--- src/rtl/syn_lb_mstr.sv ---
// Local-bus master: turns single host read/write commands into LB strobes,
// waits for the matching slave valid (bounded by a timeout) and returns one response.
module syn_lb_mstr #(
  parameter int unsigned DATA_W      = 32,
  parameter int unsigned ADDR_W      = 12,
  parameter int unsigned TIMEOUT_CYC = 64
) (
  input  logic              clk_ir,
  input  logic              rst_sync_l,
  input  logic              req_valid,
  output logic              req_ready,
  input  logic              req_wr,
  input  logic [ADDR_W-1:0] req_addr,
  input  logic [DATA_W-1:0] req_wdata,
  output logic              rsp_valid,
  input  logic              rsp_ready,
  output logic              rsp_wr,
  output logic              rsp_err,
  output logic [DATA_W-1:0] rsp_rdata,
  output logic              lb_rd_en,
  output logic              lb_wr_en,
  output logic [ADDR_W-1:0] lb_addr,
  output logic [DATA_W-1:0] lb_wr_data,
  input  logic              lb_rd_valid,
  input  logic              lb_wr_valid,
  input  logic [DATA_W-1:0] lb_rd_data,
  output logic              busy,
  output logic [15:0]       tout_cnt
);

  localparam int unsigned CNT_W = $clog2(TIMEOUT_CYC + 1);
  localparam logic [CNT_W-1:0] TMO_LAST = CNT_W'(TIMEOUT_CYC - 1);

  typedef enum logic [1:0] {S_IDLE, S_ISSUE, S_WAIT, S_RESP} state_t;

  state_t             state, state_d;
  logic [CNT_W-1:0]   tmo, tmo_d;
  logic               dir_wr, dir_wr_d;
  logic               rsp_match;
  logic               rsp_valid_d, rsp_wr_d, rsp_err_d;
  logic [DATA_W-1:0]  rsp_rdata_d;
  logic               lb_rd_en_d, lb_wr_en_d;
  logic [ADDR_W-1:0]  lb_addr_d;
  logic [DATA_W-1:0]  lb_wr_data_d;
  logic [15:0]        tout_cnt_d;

  assign req_ready = (state == S_IDLE);
  assign busy      = (state != S_IDLE);

  // Only a valid of the same direction as the pending command completes it.
  assign rsp_match = dir_wr ? lb_wr_valid : lb_rd_valid;

  always_ff @(posedge clk_ir or negedge rst_sync_l) begin
    if (!rst_sync_l) begin
      state      <= S_IDLE;
      tmo        <= '0;
      dir_wr     <= 1'b0;
      rsp_valid  <= 1'b0;
      rsp_wr     <= 1'b0;
      rsp_err    <= 1'b0;
      rsp_rdata  <= '0;
      lb_rd_en   <= 1'b0;
      lb_wr_en   <= 1'b0;
      lb_addr    <= '0;
      lb_wr_data <= '0;
      tout_cnt   <= '0;
    end else begin
      state      <= state_d;
      tmo        <= tmo_d;
      dir_wr     <= dir_wr_d;
      rsp_valid  <= rsp_valid_d;
      rsp_wr     <= rsp_wr_d;
      rsp_err    <= rsp_err_d;
      rsp_rdata  <= rsp_rdata_d;
      lb_rd_en   <= lb_rd_en_d;
      lb_wr_en   <= lb_wr_en_d;
      lb_addr    <= lb_addr_d;
      lb_wr_data <= lb_wr_data_d;
      tout_cnt   <= tout_cnt_d;
    end
  end

  always_comb begin
    state_d      = state;
    tmo_d        = tmo;
    dir_wr_d     = dir_wr;
    rsp_valid_d  = rsp_valid;
    rsp_wr_d     = rsp_wr;
    rsp_err_d    = rsp_err;
    rsp_rdata_d  = rsp_rdata;
    lb_rd_en_d   = 1'b0;
    lb_wr_en_d   = 1'b0;
    lb_addr_d    = lb_addr;
    lb_wr_data_d = lb_wr_data;
    tout_cnt_d   = tout_cnt;

    unique case (state)
      S_IDLE: begin
        if (req_valid) begin
          state_d      = S_ISSUE;
          tmo_d        = '0;
          dir_wr_d     = req_wr;
          lb_addr_d    = req_addr;
          lb_wr_data_d = req_wdata;
          lb_wr_en_d   = req_wr;
          lb_rd_en_d   = !req_wr;
        end
      end
      S_ISSUE, S_WAIT: begin
        tmo_d = tmo + CNT_W'(1);
        // A match in the final timeout cycle still completes without error.
        if (rsp_match) begin
          state_d     = S_RESP;
          rsp_valid_d = 1'b1;
          rsp_wr_d    = dir_wr;
          rsp_err_d   = 1'b0;
          rsp_rdata_d = dir_wr ? '0 : lb_rd_data;
        end else if (tmo == TMO_LAST) begin
          state_d     = S_RESP;
          rsp_valid_d = 1'b1;
          rsp_wr_d    = dir_wr;
          rsp_err_d   = 1'b1;
          rsp_rdata_d = '0;
          if (tout_cnt != 16'hFFFF) begin
            tout_cnt_d = tout_cnt + 16'd1;
          end
        end else begin
          state_d = S_WAIT;
        end
      end
      S_RESP: begin
        if (rsp_ready) begin
          state_d     = S_IDLE;
          rsp_valid_d = 1'b0;
        end
      end
      default: state_d = S_IDLE;
    endcase
  end

endmodule

--- config.mk ---
export PLATFORM = sky130hd
export DESIGN_NAME = syn_lb_mstr
export DESIGN_NICKNAME = d
export VERILOG_FILES = /design/src/rtl/syn_lb_mstr.sv
export SDC_FILE = /design/constraint.sdc
export NUM_CORES = 1
export LEC_CHECK = 0
export CORE_ASPECT_RATIO = 2
export CORE_MARGIN = 2
export CORE_UTILIZATION = 40
export DETAILED_ROUTE_END_ITERATION = 12
export GPL_TIMING_DRIVEN = 1
export PLACE_DENSITY = 0.71
export SETUP_SLACK_MARGIN = 0.2
export SLEW_MARGIN = 20
export SYNTH_ARGS = -nofsm -noshare
export SYNTH_HDL_FRONTEND = slang
export SYNTH_SLANG_ARGS = --single-unit
--- constraint.sdc ---
create_clock -name clk_ir -period 4.14 [get_ports clk_ir]
set_input_delay 1.035 -clock clk_ir [delete_from_list [all_inputs] [get_ports clk_ir]]
set_output_delay 1.035 -clock clk_ir [all_outputs]
set_load 0.01 [all_outputs]
==> results of run 1 <==
final timing paths:
kind | from | cells past startpoint | slack, ns | end
setup / recovery | state[0] | 3 | 1.38 | req_ready
hold / removal | rsp_rdata[1] | 1 | 0.47 | rsp_rdata[1]
setup reg to reg | state[0] | 5 | 2.02 | tmo[6]
hold reg to reg | rsp_rdata[1] | 1 | 0.47 | rsp_rdata[1]
max in group asynchronous | rst_sync_l | 2 | 2.48 | lb_wr_data[17]
min in group asynchronous | rst_sync_l | 1 | 0.79 | rsp_rdata[26]
layout make-up:
cell class | instances | area, sq um
clock buffers | 11 | 243
clock inverters | 4 | 27.5
fillers | 927 | 4480
inverters | 7 | 26.3
multi-input cells | 216 | 1740
flip-flops and latches | 107 | 2680
well taps | 142 | 178
repair buffers | 185 | 1840
cell families (layout without fill, tap and decap cells):
logic type	Yosys count	after routing	share of synthesized area, %
compound gates	58	58	9.71
xor+xnor	16	16	3.09
fa+ha+maj	4	4	1.10
buf+inv	25	207	2.59
flops	107	107	59.0
mux	50	50	12.4
simple gates	88	88	12.1
cell usage in the layout, fill, tap and decap left out, types with 2 or more instances in the layout:
cell and instances:
sky130_fd_sc_hd__and3_1 38, sky130_fd_sc_hd__or3_1 2, sky130_fd_sc_hd__xnor2_1 3, sky130_fd_sc_hd__inv_1 7, sky130_fd_sc_hd__clkinvlp_4 3, sky130_fd_sc_hd__nand2b_1 2
sky130_fd_sc_hd__xor2_1 13, sky130_fd_sc_hd__clkdlybuf4s50_1 180, sky130_fd_sc_hd__nor4_2 4, sky130_fd_sc_hd__a21o_1 32, sky130_fd_sc_hd__nor3_1 3, sky130_fd_sc_hd__and4_1 2
sky130_fd_sc_hd__nand2_1 15, sky130_fd_sc_hd__mux2_2 47, sky130_fd_sc_hd__o21ai_0 6, sky130_fd_sc_hd__nand3_1 7, sky130_fd_sc_hd__dfrtp_1 107, sky130_fd_sc_hd__ha_1 4
sky130_fd_sc_hd__mux2i_1 2, sky130_fd_sc_hd__a21oi_1 5, sky130_fd_sc_hd__buf_4 5, sky130_fd_sc_hd__a211oi_1 5, sky130_fd_sc_hd__clkbuf_16 9, sky130_fd_sc_hd__a2111oi_2 3
sky130_fd_sc_hd__nor2_1 7
per-layer routing:
layer / track usage, % / part of all wire (%) / vias up
li1: - / - / 1595
met1: 20.9 / 36 / 1707
met2: 34.4 / 56 / 112
met3: 3.97 / 4.5 / 23
met4: 10.0 / 3.3 / 0
met5: 0 / 0 / -
power by group:
part / leakage [nW] / internal (mW) / switching, mW
clock: 0.124 / 0.420 / 0.374
combinational: 1.74 / 1.14 / 0.848
sequential: 1.34 / 1.45 / 0.216
total: 3.20 / 3.01 / 1.44
flip-flops by register name, indices dropped and copies added (netlist names):
name        flops
dir_wr          1
lb_addr        12
lb_rd_en        1
lb_wr_data     32
lb_wr_en        1
rsp_err         1
rsp_rdata      32
rsp_valid       1
rsp_wr          1
state           2
tmo             7
tout_cnt       16
critical path: stages (launching register included):
cell                              delay [ns]
sky130_fd_sc_hd__dfrtp_1                0.40
sky130_fd_sc_hd__inv_1                  0.07
sky130_fd_sc_hd__ha_1                   0.31
sky130_fd_sc_hd__clkdlybuf4s50_1        0.60
metrics by stage:
stage | area [sq um] | cells | util, % | setup slack, ns | hold slack (ns)
final | 6740 | 672 | 60.0 | 1.38 | 0.475
after global routing | 6740 | 672 | 60.0 | 1.28 | 0.491
after CTS | 6740 | 672 | 60.0 | 1.33 | 0.481
after detailed placement | 6460 | 657 | 57.6 | 1.23 | 0.464
after global placement | 6460 | 657 | 57.6 | 1.25 | 0.459
after floorplan | 4540 | 348 | - | 2.01 | 0.485
==> PnR_summary.wiki, run 1 <==
{| class="wikitable"
! Metric !! Value
|-
| Worst slew pin tran || 1.07 ns
|-
| DR vias || 3437
|-
| Leading post-synthesis cells by instance count || 107 x sky130_fd_sc_hd__dfrtp_1, 47 x sky130_fd_sc_hd__mux2_2, 38 x sky130_fd_sc_hd__and3_1
|-
| Relative max-transition margin || roughly 29%
|-
| Initial Util || between 40 and 50%
|-
| Kind of launch point of the worst setup path || flip-flop
|-
| Cells after Synth || ~350
|-
| Signal arrival time at the worst endpoint || about 1.7 ns
|-
| Number of resized instances in the post-cts repair step || 0
|-
| Largest net degree at the start of global routing || 69
|-
| Count of cell types in the netlist || 39
|-
| Fmax || 362 MHz
|-
| Ant. Diodes || 0
|-
| Number of nets with antenna violations after routing || 0
|-
| Number of H-tree levels || 3
|-
| GRT Resource Usage Total || between 10% and 20%
|-
| Final clock period utilization by the worst path || 66.8%
|-
| Largest area contributor in the synthesized netlist || sky130_fd_sc_hd__dfrtp_1
|-
| Clock latency at the later pin of the worst-skew pair || 0.35 ns
|-
| Routed length per instance || approximately 17 um
|-
| Setup repair after global routing missed its margin || no
|-
| Pre-antenna DRT Iters || 4
|-
| Slew Limit Fails || 0
|-
| Total overflow reported by the global router || 0
|-
| Global-route wire length before repair || ~18000 um
|-
| Setup repair bufs after CTS || 0
|-
| Cts bufs inserted || 9
|-
| Total negative setup slack || 0 ns
|-
| CTS Hold Bufs || 0
|-
| Crit Path Max Fanout || 6
|-
| Dpl hpwl || around 8500 um
|-
| Max capacitance violation total || 0
|-
| Cell leakage power || between 3 and 4 nW
|-
| Class of the most critical hold timing path || flip-flop to flip-flop
|-
| Synthesis-stage register bit count || 107
|-
| Type of element capturing the critical path || output port
|-
| Final net count || 613
|-
| Power density relative to cell area || around 660 nW/um^2
|-
| Post-detailed-routing wire length || roughly 12000 um
|-
| Number of global-route vias before repair || approximately 3500
|-
| Number of port buffers || 181
|-
| Worst path required time || about 3.1 ns
|-
| Io pins || approximately 180
|-
| Initial detailed-routing violation count || 220
|-
| Die footprint || between 10000 and 15000 sq um
|-
| Sequential element share of the synthesized area || 59.0%
|-
| Placement Rows || 55
|-
| Final Power || approximately 4.4 mW
|-
| Run status || finished, final reports clean
|-
| Clock transition time at the flip-flop clock pins of the worst setup and hold paths || 0.06 ns
|-
| RD Place Congestion || just under 0.8
|-
| Type of the worst setup path || flip-flop to output port
|-
| Vias per inst || 5.11
|-
| Largest buffer count on any clock path || 2
|-
| Largest voltage drop on the vdd net || 0.000416 V
|-
| Mapped cell area || around 4500 sq um
|-
| # clock sinks || 107
|-
| Endpoints failing setup || 0
|-
| Clock root buffer || sky130_fd_sc_hd__clkbuf_16
|-
| TritonCTS clock tree || built
|-
| Top cells by area, synth || sky130_fd_sc_hd__dfrtp_1 59%, sky130_fd_sc_hd__mux2_2 12%, sky130_fd_sc_hd__a21o_1 5.3%
|-
| Y dimension of the die || between 150 and 200 um
|-
| Skew final || about 0.0097 ns
|-
| Avg Inst Size Synth || between 10 and 15 sq um
|-
| Area Overhead vs Synth || 48.5%
|-
| Overall die width || 79.3 um
|-
| Yosys warning total || 0
|-
| Min Clock Period, post-route || about 2.8 ns
|-
| Share of synthesized registers carrying an async set or reset || 100%
|-
| Proportion of netlist area held by the largest area contributor || about three fifths
|-
| Post-synthesis net count || 435
|-
| Antenna violations before repair || 0
|-
| Total core area || around 11000 sq um
|-
| Most repeated cell in the gate-level netlist after synthesis || sky130_fd_sc_hd__dfrtp_1
|-
| Total DRC errors in the routed layout || 0
|-
| Main flop type after synthesis || sky130_fd_sc_hd__dfrtp_1
|-
| Number of hold violations in the final report || 0
|-
| Proportion of layout cells with a drive suffix above 1 || around 15%
|-
| Number of flops mapped to enable cells by yosys || 0
|}
No activity file was read; power rests on OpenSTA's default activity.
==> inputs of run 2 (changes only) <==
- clock period: 4.14 -> 2.6 ns (I/O delays scaled with it)
==> run 2 against run 1 <==
Against the previous run: combinational power rose by 61%; utilization rose by 0.58 points; via count grew 1.5%; critical path type unchanged; hold slack worse by 0.097 ns; global-route usage down 0.33 points; largest power group unchanged; clock skew is 0.0011 ns higher; design area rose by 0.97%.
==> PnR_summary.wiki, run 2 (synthesis results as in run 1) <==
{| class="wikitable"
! Metric !! Value
|-
| Run status || finished, final reports clean
|-
| Io pins || around 180
|-
| TritonCTS clock tree || built
|-
| Leading cell type in the layout, fill and taps excluded || sky130_fd_sc_hd__clkdlybuf4s50_1
|-
| Initial Util || about two fifths
|-
| Signal arrival time at the worst endpoint || 1.62 ns
|-
| Setup WS post-layout || around 0.33 ns
|-
| R2R Path Start || state[1]
|-
| Ant. Diodes || 0
|-
| Clock transition time at the flip-flop clock pins of the worst setup and hold paths || around 0.070 ns
|-
| Cts bufs inserted || 9
|-
| Max stage delay on crit path || between 0.5 and 0.6 ns
|-
| Setup repair after global routing missed its margin || no
|-
| Largest delay contributor family on the critical path || buffers and inverters
|-
| GRT Resource Usage Total || between 10% and 20%
|-
| Minimum setup slack among reg-to-reg paths || ~0.57 ns
|-
| Number of nets with antenna violations after routing || 0
|-
| Proportion of layout cells with a drive suffix above 1 || 15.9%
|-
| Largest buffer count on any clock path || 2
|-
| Cell count along the critical path || 3
|-
| Slew Limit Fails || 0
|-
| Combined buffer and inverter count along the critical path || 2
|-
| Total negative setup slack || 0 ns
|-
| Placement Rows || 55
|-
| Cell with the largest stage delay on the worst path || sky130_fd_sc_hd__clkdlybuf4s50_1
|-
| CP Cell Sequence || inv_1, ha_2, clkdlybuf4s50_1
|-
| Clock latency at the later pin of the worst-skew pair || 0.34 ns
|-
| Number of cells on the worst reg-to-reg path || 7
|-
| Routed length per instance || around 17 um
|-
| Cell leakage power || between 3 and 4 nW
|-
| Fmax || approximately 440 MHz
|-
| Largest voltage drop on the vdd net || 0.000579 V
|-
| Area Overhead vs Synth || 49.9%
|-
| Worst path required time || around 2.0 ns
|-
| Final net count || approximately 620
|-
| Number of global-route vias before repair || between 3000 and 4000
|-
| Class of the most critical hold timing path || primary input to asynchronous set/reset pin
|-
| Type of the worst setup path || flip-flop to output port
|-
| Number of H-tree levels || 3
|-
| Final clock period utilization by the worst path || between 80% and 90%
|-
| DR vias || 3487
|-
| Type of element capturing the critical path || output port
|-
| RD Place Congestion || 0.778
|-
| Worst slew pin tran || between 0.6 and 0.7 ns
|-
| Number of hold violations in the final report || 0
|-
| Clock root buffer || sky130_fd_sc_hd__clkbuf_16
|-
| Y dimension of the die || ~150 um
|-
| Min Clock Period, post-route || between 2 and 2.5 ns
|-
| Antenna violations before repair || 0
|-
| Initial detailed-routing violation count || 197
|-
| Global-route wire length before repair || about 18000 um
|-
| Total core area || between 10000 and 15000 sq um
|-
| Max capacitance violation total || 0
|-
| Relative max-transition margin || between 50 and 60%
|-
| Overall die width || 79.3 um
|-
| Source of the critical timing path || state[1]
|-
| Dpl hpwl || between 8000 and 9000 um
|-
| Registers with the most flip-flops || lb_wr_data x32, rsp_rdata x32, tout_cnt x16
|-
| Die footprint || ~12000 sq um
|-
| Total overflow reported by the global router || 0
|-
| # clock sinks || between 100 and 150
|-
| Crit Path Max Fanout || 6
|-
| Total DRC errors in the routed layout || 0
|-
| Pre-antenna DRT Iters || 5
|-
| Largest net degree at the start of global routing || roughly 110
|-
| Post-detailed-routing wire length || roughly 11000 um
|-
| Number of port buffers || 181
|-
| Skew final || around 0.011 ns
|-
| Pre-CTS setup slack || between 0.15 and 0.2 ns
|-
| Endpoints failing setup || 0
|-
| Power density relative to cell area || approximately 1100 nW/um^2
|-
| Vias per inst || roughly 5.2
|-
| Most frequent cells in the layout || 180 x sky130_fd_sc_hd__clkdlybuf4s50_1, 107 x sky130_fd_sc_hd__dfrtp_1, 47 x sky130_fd_sc_hd__mux2_2
|-
| Kind of launch point of the worst setup path || flip-flop
|}
[run 2: metal layers]
metal | share of wire, % | track usage [%] | vias to the layer above
met2 | 55 | 34.3 | 131
met3 | 4.5 | 3.68 | 31
met1 | 36 | 20.3 | 1734
met4 | 4.2 | 9.77 | 0
met5 | 0 | 0 | -
li1 | - | - | 1591
[run 2: path summary, 6_finish.rpt]
check	to
setup / recovery	req_ready
hold / removal	rsp_rdata[12]
setup reg to reg	tmo[5]
hold reg to reg	rsp_rdata[3]
max in group asynchronous	dir_wr
min in group clk_ir	rsp_rdata[3]
[run 2: stage by stage]
stage	total power, mW	util [%]	instance area [sq um]	hold WS, ns	cells
6_report	7.18	60.6	6800	0.378	675
5_1_grt	7.65	60.6	6800	0.425	675
4_1_cts	7.28	60.6	6800	0.406	675
3_5_place_dp	5.90	58.0	6500	0.464	659
3_3_place_gp	5.80	58.0	6500	0.458	659
2_1_floorplan	4.18	-	4540	0.354	348
[run 2: final cells by class]
cell class / instances / area, sq um
timing repair buffer: 187 / 1880
clock inverter: 6 / 63.8
fill: 918 / 4420
multi-input combinational: 216 / 1750
clock buffer: 10 / 229
tap: 142 / 178
sequential: 107 / 2680
inverter: 7 / 26.3
[run 2: where the power goes]
part           switching, mW  leakage, nW  internal, mW  total [mW]
combinational           1.36         1.75          1.84        3.20
clock                  0.593        0.139         0.747        1.34
sequential             0.339         1.34          2.31        2.64
[run 2: repair_timing]
action | in CTS | in global routing
setup buffers | 0 | 0
endpoints found under the setup margin | 0 | 2
resized for setup | 0 | 1
hold buffers | 0 | 0
==> inputs of run 3 (changes only) <==
- GPL_TIMING_DRIVEN: 1 -> 0
==> run 3 against run 2 <==
Against the previous run: sequential cell count is the same; non-clock buffer count grew 13; hold slack lost 0.13 ns; critical path type unchanged; critical endpoint unchanged.
==> PnR_summary.wiki, run 3 (synthesis results as in run 1) <==
{| class="wikitable"
! Metric !! Value
|-
| Run status || finished, final reports clean
|-
| Relative max-transition margin || 56.5%
|-
| # clock sinks || 107
|-
| Skew final || roughly 0.0072 ns
|-
| Registers with the most flip-flops || lb_wr_data x32, rsp_rdata x32, tout_cnt x16
|-
| Class of the most critical hold timing path || primary input to asynchronous set/reset pin
|-
| CP Cell Sequence || inv_1, ha_2, clkdlybuf4s50_1
|-
| Ant. Diodes || 0
|-
| Total core area || between 10000 and 15000 sq um
|-
| Combined buffer and inverter count along the critical path || 2
|-
| Cts bufs inserted || 9
|-
| Antenna violations before repair || 0
|-
| Total overflow reported by the global router || 0
|-
| Non-Filler Cell Area, Final || 6860 sq um
|-
| Initial detailed-routing violation count || 182
|-
| Pre-antenna DRT Iters || 4
|-
| Cell count along the critical path || 3
|-
| R2R Path Start || state[1]
|-
| Endpoints failing setup || 0
|-
| Largest buffer count on any clock path || 2
|-
| Clock transition time at the flip-flop clock pins of the worst setup and hold paths || roughly 0.070 ns
|-
| Crit path to || req_ready
|-
| Type of element capturing the critical path || output port
|-
| Final net count || approximately 630
|-
| Power density relative to cell area || 1050 nW/um^2
|-
| Fmax || roughly 440 MHz
|-
| Area Overhead vs Synth || 51.2%
|-
| Number of global-route vias before repair || about 3800
|-
| GRT Resource Usage Total || 18.7%
|-
| Max capacitance violation total || 0
|-
| Overall die width || about 80 um
|-
| Global-route wire length before repair || ~18000 um
|-
| Crit Path Max Fanout || 6
|-
| RD Place Congestion || slightly below 0.8
|-
| Most frequent cells in the layout || 180 x sky130_fd_sc_hd__clkdlybuf4s50_1, 107 x sky130_fd_sc_hd__dfrtp_1, 47 x sky130_fd_sc_hd__mux2_2
|-
| CTS Hold Bufs || 0
|-
| Io pins || 182
|-
| Total DRC errors in the routed layout || 0
|-
| Proportion of layout cells with a drive suffix above 1 || about 16%
|-
| TritonCTS clock tree || built
|-
| Number of cells on the worst reg-to-reg path || 6
|-
| DR vias || 3470
|-
| Worst slew pin tran || around 0.63 ns
|-
| Area after detailed placement || 6560 sq um
|-
| Largest net degree at the start of global routing || 59
|-
| Leading cell type in the layout, fill and taps excluded || sky130_fd_sc_hd__clkdlybuf4s50_1
|-
| Placement Rows || 55
|-
| Cell with the largest stage delay on the worst path || sky130_fd_sc_hd__clkdlybuf4s50_1
|-
| Largest voltage drop on the vdd net || ~0.0006 V
|-
| Type of the worst setup path || flip-flop to output port
|-
| Signal arrival time at the worst endpoint || ~1.6 ns
|-
| Vias per inst || around 5
|-
| Source of the critical timing path || state[1]
|-
| Number of nets with antenna violations after routing || 0
|-
| Worst path required time || a little under 2 ns
|-
| Clock latency at the later pin of the worst-skew pair || approximately 0.34 ns
|-
| Number of hold violations in the final report || 0
|-
| Cell leakage power || around 3.3 nW
|-
| Y dimension of the die || approximately 150 um
|-
| Initial Util || 40.4%
|-
| Total negative setup slack || 0 ns
|-
| Finished Core Util || 61.2%
|-
| Clock root buffer || sky130_fd_sc_hd__clkbuf_16
|-
| Number of port buffers || ~180
|-
| Min Clock Period, post-route || roughly 2.3 ns
|-
| Post-detailed-routing wire length || 11200 um
|-
| Slew Limit Fails || 0
|-
| Largest delay contributor family on the critical path || buffers and inverters
|-
| End of the worst register-to-register path || rsp_rdata[10]
|-
| Final Power || roughly 7.2 mW
|-
| Routed length per instance || about 16 um
|-
| Kind of launch point of the worst setup path || flip-flop
|-
| Final clock period utilization by the worst path || about 87%
|-
| Minimum setup slack among reg-to-reg paths || approximately 0.59 ns
|-
| Dpl hpwl || a little under 9000 um
|-
| Number of H-tree levels || 3
|-
| Die footprint || 12300 sq um
|-
| Max stage delay on crit path || between 0.5 and 0.6 ns
|-
| Setup repair after global routing missed its margin || no
|}
-- run 3: cell types whose count changed in the layout (fill, tap and decap cells not counted), sizes merged --
| cell | change |
|---|---|
| clkbuf | +9 |
| buf | +4 |
-- run 3: power breakdown --
| group | internal (mW) | switching (mW) | leakage (nW) | total [mW] |
|---|---|---|---|---|
| logic | 1.85 | 1.37 | 1.78 | 3.21 |
| registers | 2.30 | 0.345 | 1.34 | 2.65 |
| clock network | 0.773 | 0.595 | 0.145 | 1.37 |
| total | 4.92 | 2.31 | 3.26 | 7.23 |
-- run 3: timing repair --
action,4_1_cts,5_1_grt
endpoints found under the setup margin,0,1
resized for setup,0,1
buffers inserted,0,0
-- run 3: how the worst min path moves through the flow --
| stage | startpoint | end | slack [ns] | depth (start not counted) |
|---|---|---|---|---|
| 2_1_floorplan | rst_sync_l | dir_wr | 0.35 | 0 |
| 3_3_place_gp | rsp_rdata[6] | rsp_rdata[6] | 0.46 | 1 |
| 3_5_place_dp | rsp_rdata[31] | rsp_rdata[31] | 0.47 | 1 |
| 4_1_cts | rst_sync_l | rsp_rdata[25] | 0.27 | 1 |
| 5_1_grt | rst_sync_l | rsp_rdata[16] | 0.28 | 1 |
| 6_report | rst_sync_l | rsp_rdata[17] | 0.25 | 1 |
-- run 3: area by class of cell --
cell class	count	area (sq um)
clock buffers	10	239
inverters	7	26.3
multi-input cells	216	1740
repair buffers	182	1840
clock inverters	6	63.8
plain buffers	18	91.3
flip-flops and latches	107	2680
well taps	142	178
fillers	915	4360
-- run 3: through the flow --
step | hold slack, ns | cells | worst slack [ns]
2_1_floorplan | 0.354 | 348 | 0.805
3_3_place_gp | 0.458 | 671 | -3.15
3_5_place_dp | 0.465 | 672 | 0.133
4_1_cts | 0.266 | 688 | 0.233
5_1_grt | 0.281 | 688 | 0.267
6_report | 0.251 | 688 | 0.340
-- run 3: worst reg2reg max path: stages, from the launching register on --
cell	delay (ns)
sky130_fd_sc_hd__dfrtp_1	0.36
sky130_fd_sc_hd__inv_1	0.06
sky130_fd_sc_hd__ha_2	0.40
sky130_fd_sc_hd__clkbuf_1	0.34
sky130_fd_sc_hd__nand2_1	0.27
sky130_fd_sc_hd__buf_2	0.26
sky130_fd_sc_hd__a21o_1	0.20
-- run 3: layer usage --
metal	track usage, %	vias up	wire, um
met4	8.46	0	377
met2	35.4	117	6360
met3	4.03	22	607
met1	18.9	1707	3880
met5	0	-	0
li1	-	1624	-
